## config.mk

```make
export PLATFORM = sky130hd
export DESIGN_NAME = idct_mul_sequencer
export DESIGN_NICKNAME = d
export VERILOG_FILES = /design/src/rtl/idct_seq_pkg.sv /design/src/rtl/idct_mac_accum.sv /design/src/rtl/idct_mul_sequencer.sv
export SDC_FILE = /design/constraint.sdc
export NUM_CORES = 1
export LEC_CHECK = 0
export ABC_AREA = 1
export CORE_ASPECT_RATIO = 2
export CORE_MARGIN = 8
export CORE_UTILIZATION = 53
export CTS_CLUSTER_SIZE = 28
export DETAILED_ROUTE_END_ITERATION = 8
export PLACE_DENSITY = 0.87
export SLEW_MARGIN = 30
export SYNTH_ARGS = -nofsm -noshare
export SYNTH_HDL_FRONTEND = slang
export SYNTH_SLANG_ARGS = --single-unit
export TNS_END_PERCENT = 5
```

## constraint.sdc

```tcl
create_clock -name clk -period 11.1 [get_ports clk]
set_clock_uncertainty 0.2 [all_clocks]
set_input_delay 2.22 -clock clk [delete_from_list [all_inputs] [get_ports clk]]
set_output_delay 2.22 -clock clk [all_outputs]
set_load 0.1 [all_outputs]
```

## src/rtl/idct_seq_pkg.sv

```systemverilog
// Shared definitions for the IDCT multiplier sequencer.
// Latency: n/a (types and constants only).
// Backpressure: n/a.
// Holds the wrapper state codes, the phase lengths and the product tag type
// that travels alongside each issued MAC.
package idct_seq_pkg;

  // Codes presented on the wrapper state port.
  localparam logic [2:0] S_IDLE  = 3'b000;
  localparam logic [2:0] S_LOAD  = 3'b001;
  localparam logic [2:0] S_ROW   = 3'b010;
  localparam logic [2:0] S_COL   = 3'b011;
  localparam logic [2:0] S_FLUSH = 3'b100;

  // Last count0 value of the load phase and of each MAC pass.
  localparam int LOAD_LAST = 63;
  localparam int PASS_LAST = 511;
  // Idle cycles after a pass so the last products leave the wrapper pipe.
  localparam int DRAIN_CYC = 2;

  // Travels with each issued operand pair until its product appears on P.
  typedef struct packed {
    logic       valid;
    logic [2:0] k;     // term index within the 8-term dot product
    logic [5:0] u;     // output index {row, col}
    logic       pass;  // 0 = row pass, 1 = column pass
  } tag_t;

endpackage

```

## src/rtl/idct_mac_accum.sv

```systemverilog
// Tag delay line plus 8-term accumulator for the IDCT sequencer.
// Latency: tag aligned with P after PROD_LAT cycles; acc_valid one cycle after the k==7 product.
// Backpressure: none; consumes one product per cycle whenever the delayed tag is valid.
// Ports: clk/rst, tag_in (issue-side tag), p_in (wrapper product),
//        acc_out/acc_idx/acc_pass/acc_valid (completed output strobe).
module idct_mac_accum
  import idct_seq_pkg::*;
#(
  parameter int PROD_LAT = 2
) (
  input  logic        clk,
  input  logic        rst,
  input  tag_t        tag_in,
  input  logic [31:0] p_in,
  output logic [31:0] acc_out,
  output logic [5:0]  acc_idx,
  output logic        acc_pass,
  output logic        acc_valid
);

  tag_t        pipe [PROD_LAT];
  tag_t        tag_at_p;
  logic [31:0] acc;
  logic [31:0] sum;

  // Tag that belongs to the product currently on p_in.
  assign tag_at_p = pipe[PROD_LAT-1];
  // Wraps modulo 2^32 by construction.
  assign sum      = acc + p_in;

  always_ff @(posedge clk or posedge rst) begin
    if (rst) begin
      for (int i = 0; i < PROD_LAT; i++) pipe[i] <= '0;
      acc       <= '0;
      acc_out   <= '0;
      acc_idx   <= '0;
      acc_pass  <= 1'b0;
      acc_valid <= 1'b0;
    end else begin
      pipe[0] <= tag_in;
      for (int i = 1; i < PROD_LAT; i++) pipe[i] <= pipe[i-1];
      acc_valid <= 1'b0;
      if (tag_at_p.valid) begin
        // First term restarts the sum so no explicit clear is needed between outputs.
        acc <= (tag_at_p.k == 3'd0) ? p_in : sum;
        if (tag_at_p.k == 3'd7) begin
          acc_out   <= sum;
          acc_idx   <= tag_at_p.u;
          acc_pass  <= tag_at_p.pass;
          acc_valid <= 1'b1;
        end
      end
    end
  end

endmodule

```

## src/rtl/idct_mul_sequencer.sv

```systemverilog
// Sequences one 8x8 IDCT block (load, row pass, column pass) through the multiplier wrapper.
// Latency: 1093 cycles from accepted start to done; outputs stream PROD_LAT+1 cycles after issue.
// Backpressure: none; start is ignored while busy, downstream must accept every acc_valid strobe.
// Ports: clk/rstP; start, apx_en; data_in/coef_in (memory reads at data_addr/coef_addr);
//        P_in (wrapper product); state/count0/racc/rapx/A_out/B_out (wrapper controls);
//        acc_out/acc_idx/acc_pass/acc_valid (IDCT outputs); busy, done.
module idct_mul_sequencer
  import idct_seq_pkg::*;
#(
  parameter int OP_BITWIDTH        = 16,
  parameter int DATA_PATH_BITWIDTH = 24,
  parameter int PROD_LAT           = 2
) (
  input  logic                          clk,
  input  logic                          rstP,
  input  logic                          start,
  input  logic                          apx_en,
  input  logic [DATA_PATH_BITWIDTH-1:0] data_in,
  input  logic [DATA_PATH_BITWIDTH-1:0] coef_in,
  input  logic [31:0]                   P_in,
  output logic [2:0]                    state,
  output logic [8:0]                    count0,
  output logic                          racc,
  output logic                          rapx,
  output logic [DATA_PATH_BITWIDTH-1:0] A_out,
  output logic [DATA_PATH_BITWIDTH-1:0] B_out,
  output logic [5:0]                    data_addr,
  output logic [5:0]                    coef_addr,
  output logic [31:0]                   acc_out,
  output logic [5:0]                    acc_idx,
  output logic                          acc_pass,
  output logic                          acc_valid,
  output logic                          busy,
  output logic                          done
);

  // The accurate MSB field handed to the wrapper cannot exceed the operand width.
  if (OP_BITWIDTH > DATA_PATH_BITWIDTH) begin : g_bad_width
    $error("OP_BITWIDTH must not exceed DATA_PATH_BITWIDTH");
  end

  // DRAIN is a separate internal state but shows the ROW code on the wrapper port.
  typedef enum logic [2:0] {
    F_IDLE, F_LOAD, F_ROW, F_DRAIN, F_COL, F_FLUSH, F_DONE
  } fsm_t;

  fsm_t       cur, nxt;
  logic [8:0] cnt, cnt_nxt;
  logic       aux, aux_nxt;  // counts drain and flush cycles
  logic       apx_lat;
  logic       issue;
  logic [5:0] u;
  logic [2:0] k, r, c;
  tag_t       tag_in;

  always_ff @(posedge clk or posedge rstP) begin
    if (rstP) begin
      cur     <= F_IDLE;
      cnt     <= '0;
      aux     <= 1'b0;
      apx_lat <= 1'b0;
    end else begin
      cur <= nxt;
      cnt <= cnt_nxt;
      aux <= aux_nxt;
      if (cur == F_IDLE && start) apx_lat <= apx_en;
    end
  end

  always_comb begin
    nxt     = cur;
    cnt_nxt = cnt;
    aux_nxt = aux;
    case (cur)
      F_IDLE: begin
        cnt_nxt = '0;
        if (start) nxt = F_LOAD;
      end
      F_LOAD: begin
        if (cnt == 9'(LOAD_LAST)) begin
          nxt     = F_ROW;
          cnt_nxt = '0;
        end else cnt_nxt = cnt + 9'd1;
      end
      F_ROW: begin
        // count0 stays at its last value through the drain.
        if (cnt == 9'(PASS_LAST)) begin
          nxt     = F_DRAIN;
          aux_nxt = 1'b0;
        end else cnt_nxt = cnt + 9'd1;
      end
      F_DRAIN: begin
        if (aux == 1'(DRAIN_CYC - 1)) begin
          nxt     = F_COL;
          cnt_nxt = '0;
        end else aux_nxt = aux + 1'b1;
      end
      F_COL: begin
        if (cnt == 9'(PASS_LAST)) begin
          nxt     = F_FLUSH;
          cnt_nxt = '0;
          aux_nxt = 1'b0;
        end else cnt_nxt = cnt + 9'd1;
      end
      F_FLUSH: begin
        if (aux == 1'(DRAIN_CYC - 1)) nxt = F_DONE;
        else aux_nxt = aux + 1'b1;
      end
      F_DONE:  nxt = F_IDLE;
      default: nxt = F_IDLE;
    endcase
  end

  always_comb begin
    state = S_IDLE;
    case (cur)
      F_LOAD:           state = S_LOAD;
      F_ROW, F_DRAIN:   state = S_ROW;
      F_COL:            state = S_COL;
      F_FLUSH:          state = S_FLUSH;
      default:          state = S_IDLE;
    endcase
  end

  assign count0 = cnt;
  assign busy   = (cur != F_IDLE);
  assign done   = (cur == F_DONE);
  assign racc   = (cur == F_IDLE);
  assign rapx   = busy & ~apx_lat;

  // count0 = {u, k}, u = {r, c}
  assign u     = cnt[8:3];
  assign k     = cnt[2:0];
  assign r     = u[5:3];
  assign c     = u[2:0];
  assign issue = (cur == F_ROW) || (cur == F_COL);

  // Row pass walks data rows against coefficient columns; the column pass
  // walks data columns against coefficient rows (transpose on read).
  always_comb begin
    data_addr = '0;
    coef_addr = '0;
    if (cur == F_ROW) begin
      data_addr = {r, k};
      coef_addr = {k, c};
    end else if (cur == F_COL) begin
      data_addr = {k, c};
      coef_addr = {k, r};
    end
  end

  assign A_out = issue ? data_in : '0;
  assign B_out = issue ? coef_in : '0;

  always_comb begin
    tag_in       = '0;
    tag_in.valid = issue;
    tag_in.k     = k;
    tag_in.u     = u;
    tag_in.pass  = (cur == F_COL);
  end

  idct_mac_accum #(
    .PROD_LAT (PROD_LAT)
  ) u_mac_accum (
    .clk       (clk),
    .rst       (rstP),
    .tag_in    (tag_in),
    .p_in      (P_in),
    .acc_out   (acc_out),
    .acc_idx   (acc_idx),
    .acc_pass  (acc_pass),
    .acc_valid (acc_valid)
  );

endmodule

```

==> flow_summary.yaml <==
synth:
  synthSimpleGateAreaFrac_pct: 33.8
  synth_top_family_by_area: "simple AND/OR/NAND/NOR gates"
  ys_seq_elements: 108
  synth-adder-area-share_pct: 5.94
  synth.area.mux_share_pct: 0.154
  async_reset_ff_share_pct: 100
  syn_nets: 1242
  ys_warn_count: 0
  ys_seq_area_share_pct: 37.1
  synth_area_per_cell_um2: 6.49
  synth_edf_count: 0
  synth_compound_area_share_pct: 7.74
  synth-xor-area-share_pct: 2.16
  synthCells: 1124
  synth_area_leader_cell: "dfrtp_1"
  synth_top_area_share_pct: 37.1
  synthTopCellsByArea: "dfrtp_1, nand2_1, inv_1"
  syn_area_um2: 7290
  synthFlopType: "dfrtp_1"
  synth_cell_types: 34
power_and_ir_drop:
  p_int_mw: 1.17
  pwr_density_cell_nw_per_um2: 301
  power_switching_mw: 1.72
  cellLeakagePower_nw: 5.29
  netSwitchingFraction_pct: 59.5
  pwr-share-clk_pct: 11.5
  seqPwrFrac_pct: 19.0
  p_comb_share_pct: 69.4
  ir_drop_mv: 0.297
  p_total_mw: 2.90
critical_path:
  path_max_fanout: 1
  criticalPathCategory: "input port to output pin"
  start_kind: "input port"
  arrival_ns: 4.04
  crit_required_ns: 8.68
  crit_path_end_kind: "output pin"
finish:
  final_common_cell: "nand2_1"
  final_nets: 1422
  area_delta_synth_final_pct: 32.1
  diodes: 0
  seq_area_um2: 2700
  drive_gt1_share_pct: 4.20
  layout_common_cells: "nand2_1, inv_1, clkdlybuf4s50_1, nor2_1, dfrtp_1"
  n_fill_cell: 1074
  finalNonFillerCells: 1464
  multi_input_area_um2: 3640
floorplan:
  rows: 60
  die_w_um: 98.9
  start_util_pct: 54.3
  core_area_um2: 13400
  ioPinCount: 200
  die_y_um: 182
  die_area_um2: 18000
drt:
  wl_per_cell_um: 15.4
  ant_nets: 0
  dr_wl_met3_um: 1780
  via_count: 7496
  dr.pass1.iters: 5
  drt_iter0_markers: 395
  wl_um: 22500
  vias_per_cell: 5.12
  highest_layer: "met4"
  dr_wl_met2_um: 12100
  drc: 0
  wl_met1_um: 7670
cts:
  cts_made_buffers: 9
  insertion_delay_ns: 0.36
  cts_setup_buffers: 0
  cts.htree.levels: 3
  clock-root-buffer: "clkbuf_16"
  cts.sinks: 108
  ctsResizeCount: 0
  tritoncts: "yes"
  clkSlewWorstSetupHoldPaths_ns: 0.09
  holdBufCountCts: 0
  clock_path_buffers: 2
sta:
  maxSlewViolCount: 0
  setup_tns_ns: 0
  finalCritPeriodShare_pct: 58.2
  fmax_mhz: 155
  setup_violations: 0
  period_needed_ns: 6.46
  slew_headroom_pct: 30.7
  tightest_slew_ns: 1.04
  grt_setup_unrepaired: "no"
  fin_hold_ws_ns: 0.152
  hold_violations: 0
place:
  dpl.cell_count: 1448
  dp_hpwl_um: 17500
  io_buffers: 199
  gp_congestion: 0.954
status:
  status: "finished clean"
grt:
  grt_pass1_vias: 8001
  grt_max_degree: 60
  antenna_found_initial: 0
  overflow: 0
  grt_pass1_wl_um: 37300
  grtUsageTotal_pct: 25.8
worst_hold_path:
  min_path_type: "flip-flop to flip-flop"
job:
  drv_cap: 0
==> per-stage QoR <==
step | setup slack [ns] | area [um^2] | util [%]
final | 4.64 | 9640 | 71.7
after global routing | 4.60 | 9640 | 71.7
after CTS | 4.62 | 9650 | 71.8
after detailed placement | 4.61 | 9330 | 69.4
after global placement | 4.63 | 9350 | 69.6
after floorplan | 5.18 | 7290 | -
==> worst max-delay path, cell delays in order <==
cell and delay, ns:
clkdlybuf4s50_1 0.45, inv_1 0.03, nor2_1 0.16, clkdlybuf4s50_1 1.17
==> power by group through the flow <==
stage	combinational (mW)	sequential, mW	clock, mW
after floorplan	1.44	0.632	0
after global routing	2.18	0.563	0.353
after detailed placement	2.00	0.555	0
final	2.01	0.551	0.335
after CTS	2.01	0.550	0.340
after global placement	1.97	0.551	0
==> logic make-up (layout without fill, tap and decap cells) <==
group           after synthesis  count (layout)
compound gates              102             102
xor+xnor                     18              18
fa+ha+maj                    34              34
buf+inv                     243             428
flops                       108             108
mux                           1               1
simple gates                618             618
==> layout make-up <==
class | instances | area share, %
multi-input combinational | 773 | 37.8
timing repair buffer | 205 | 20.8
sequential | 108 | 28.0
tap | 155 | 2.01
clock inverter | 7 | 0.922
inverter | 207 | 8.09
clock buffer | 9 | 2.34
==> synth_stat cells, types with 2 or more instances <==
master / number
a21boi_1: 2
a21o_1: 3
a21oi_1: 20
a31oi_1: 4
buf_2: 6
buf_4: 10
clkbuf_1: 19
dfrtp_1: 108
ha_1: 33
inv_1: 202
inv_2: 5
nand2_1: 432
nand2_2: 4
nand3_1: 42
nand3_2: 5
nand3b_1: 3
nor2_1: 118
nor2_2: 4
nor2_4: 2
nor3_1: 6
o211ai_1: 2
o21ai_0: 46
o21ai_1: 11
o22ai_1: 11
xnor2_1: 6
xor2_1: 12
==> flip-flops by register name, indices dropped and copies added, names as in the netlist <==
| name | cells |
|---|---|
| apx_lat | 1 |
| aux | 1 |
| count0 | 9 |
| cur | 3 |
| u_mac_accum.acc | 32 |
| u_mac_accum.acc_idx | 6 |
| u_mac_accum.acc_out | 32 |
| u_mac_accum.acc_pass | 1 |
| u_mac_accum.acc_valid | 1 |
| u_mac_accum.pipe | 22 |
==> routing by layer <==
metal | vias up | global-route usage [%]
li1 | 3736 | -
met5 | - | 0
met2 | 288 | 48.4
met4 | 0 | 13.8
met3 | 62 | 7.32
met1 | 3410 | 24.2
==> worst paths after layout <==
check                                      from                 endpoint  cells past startpoint  slack, ns
max                                 data_in[12]                A_out[12]                      4       4.64
min                        u_mac_accum.pipe[14]      u_mac_accum.pipe[3]                      0       0.15
max reg2reg                  u_mac_accum.acc[0]  u_mac_accum.acc_out[28]                     12       8.33
min reg2reg                u_mac_accum.pipe[14]      u_mac_accum.pipe[3]                      0       0.15
max in group asynchronous                  rstP  u_mac_accum.acc_out[19]                      3       7.42
min in group asynchronous                  rstP   u_mac_accum.acc_idx[3]                      2       2.11
Note: power is estimated with default switching activity, not from simulation.
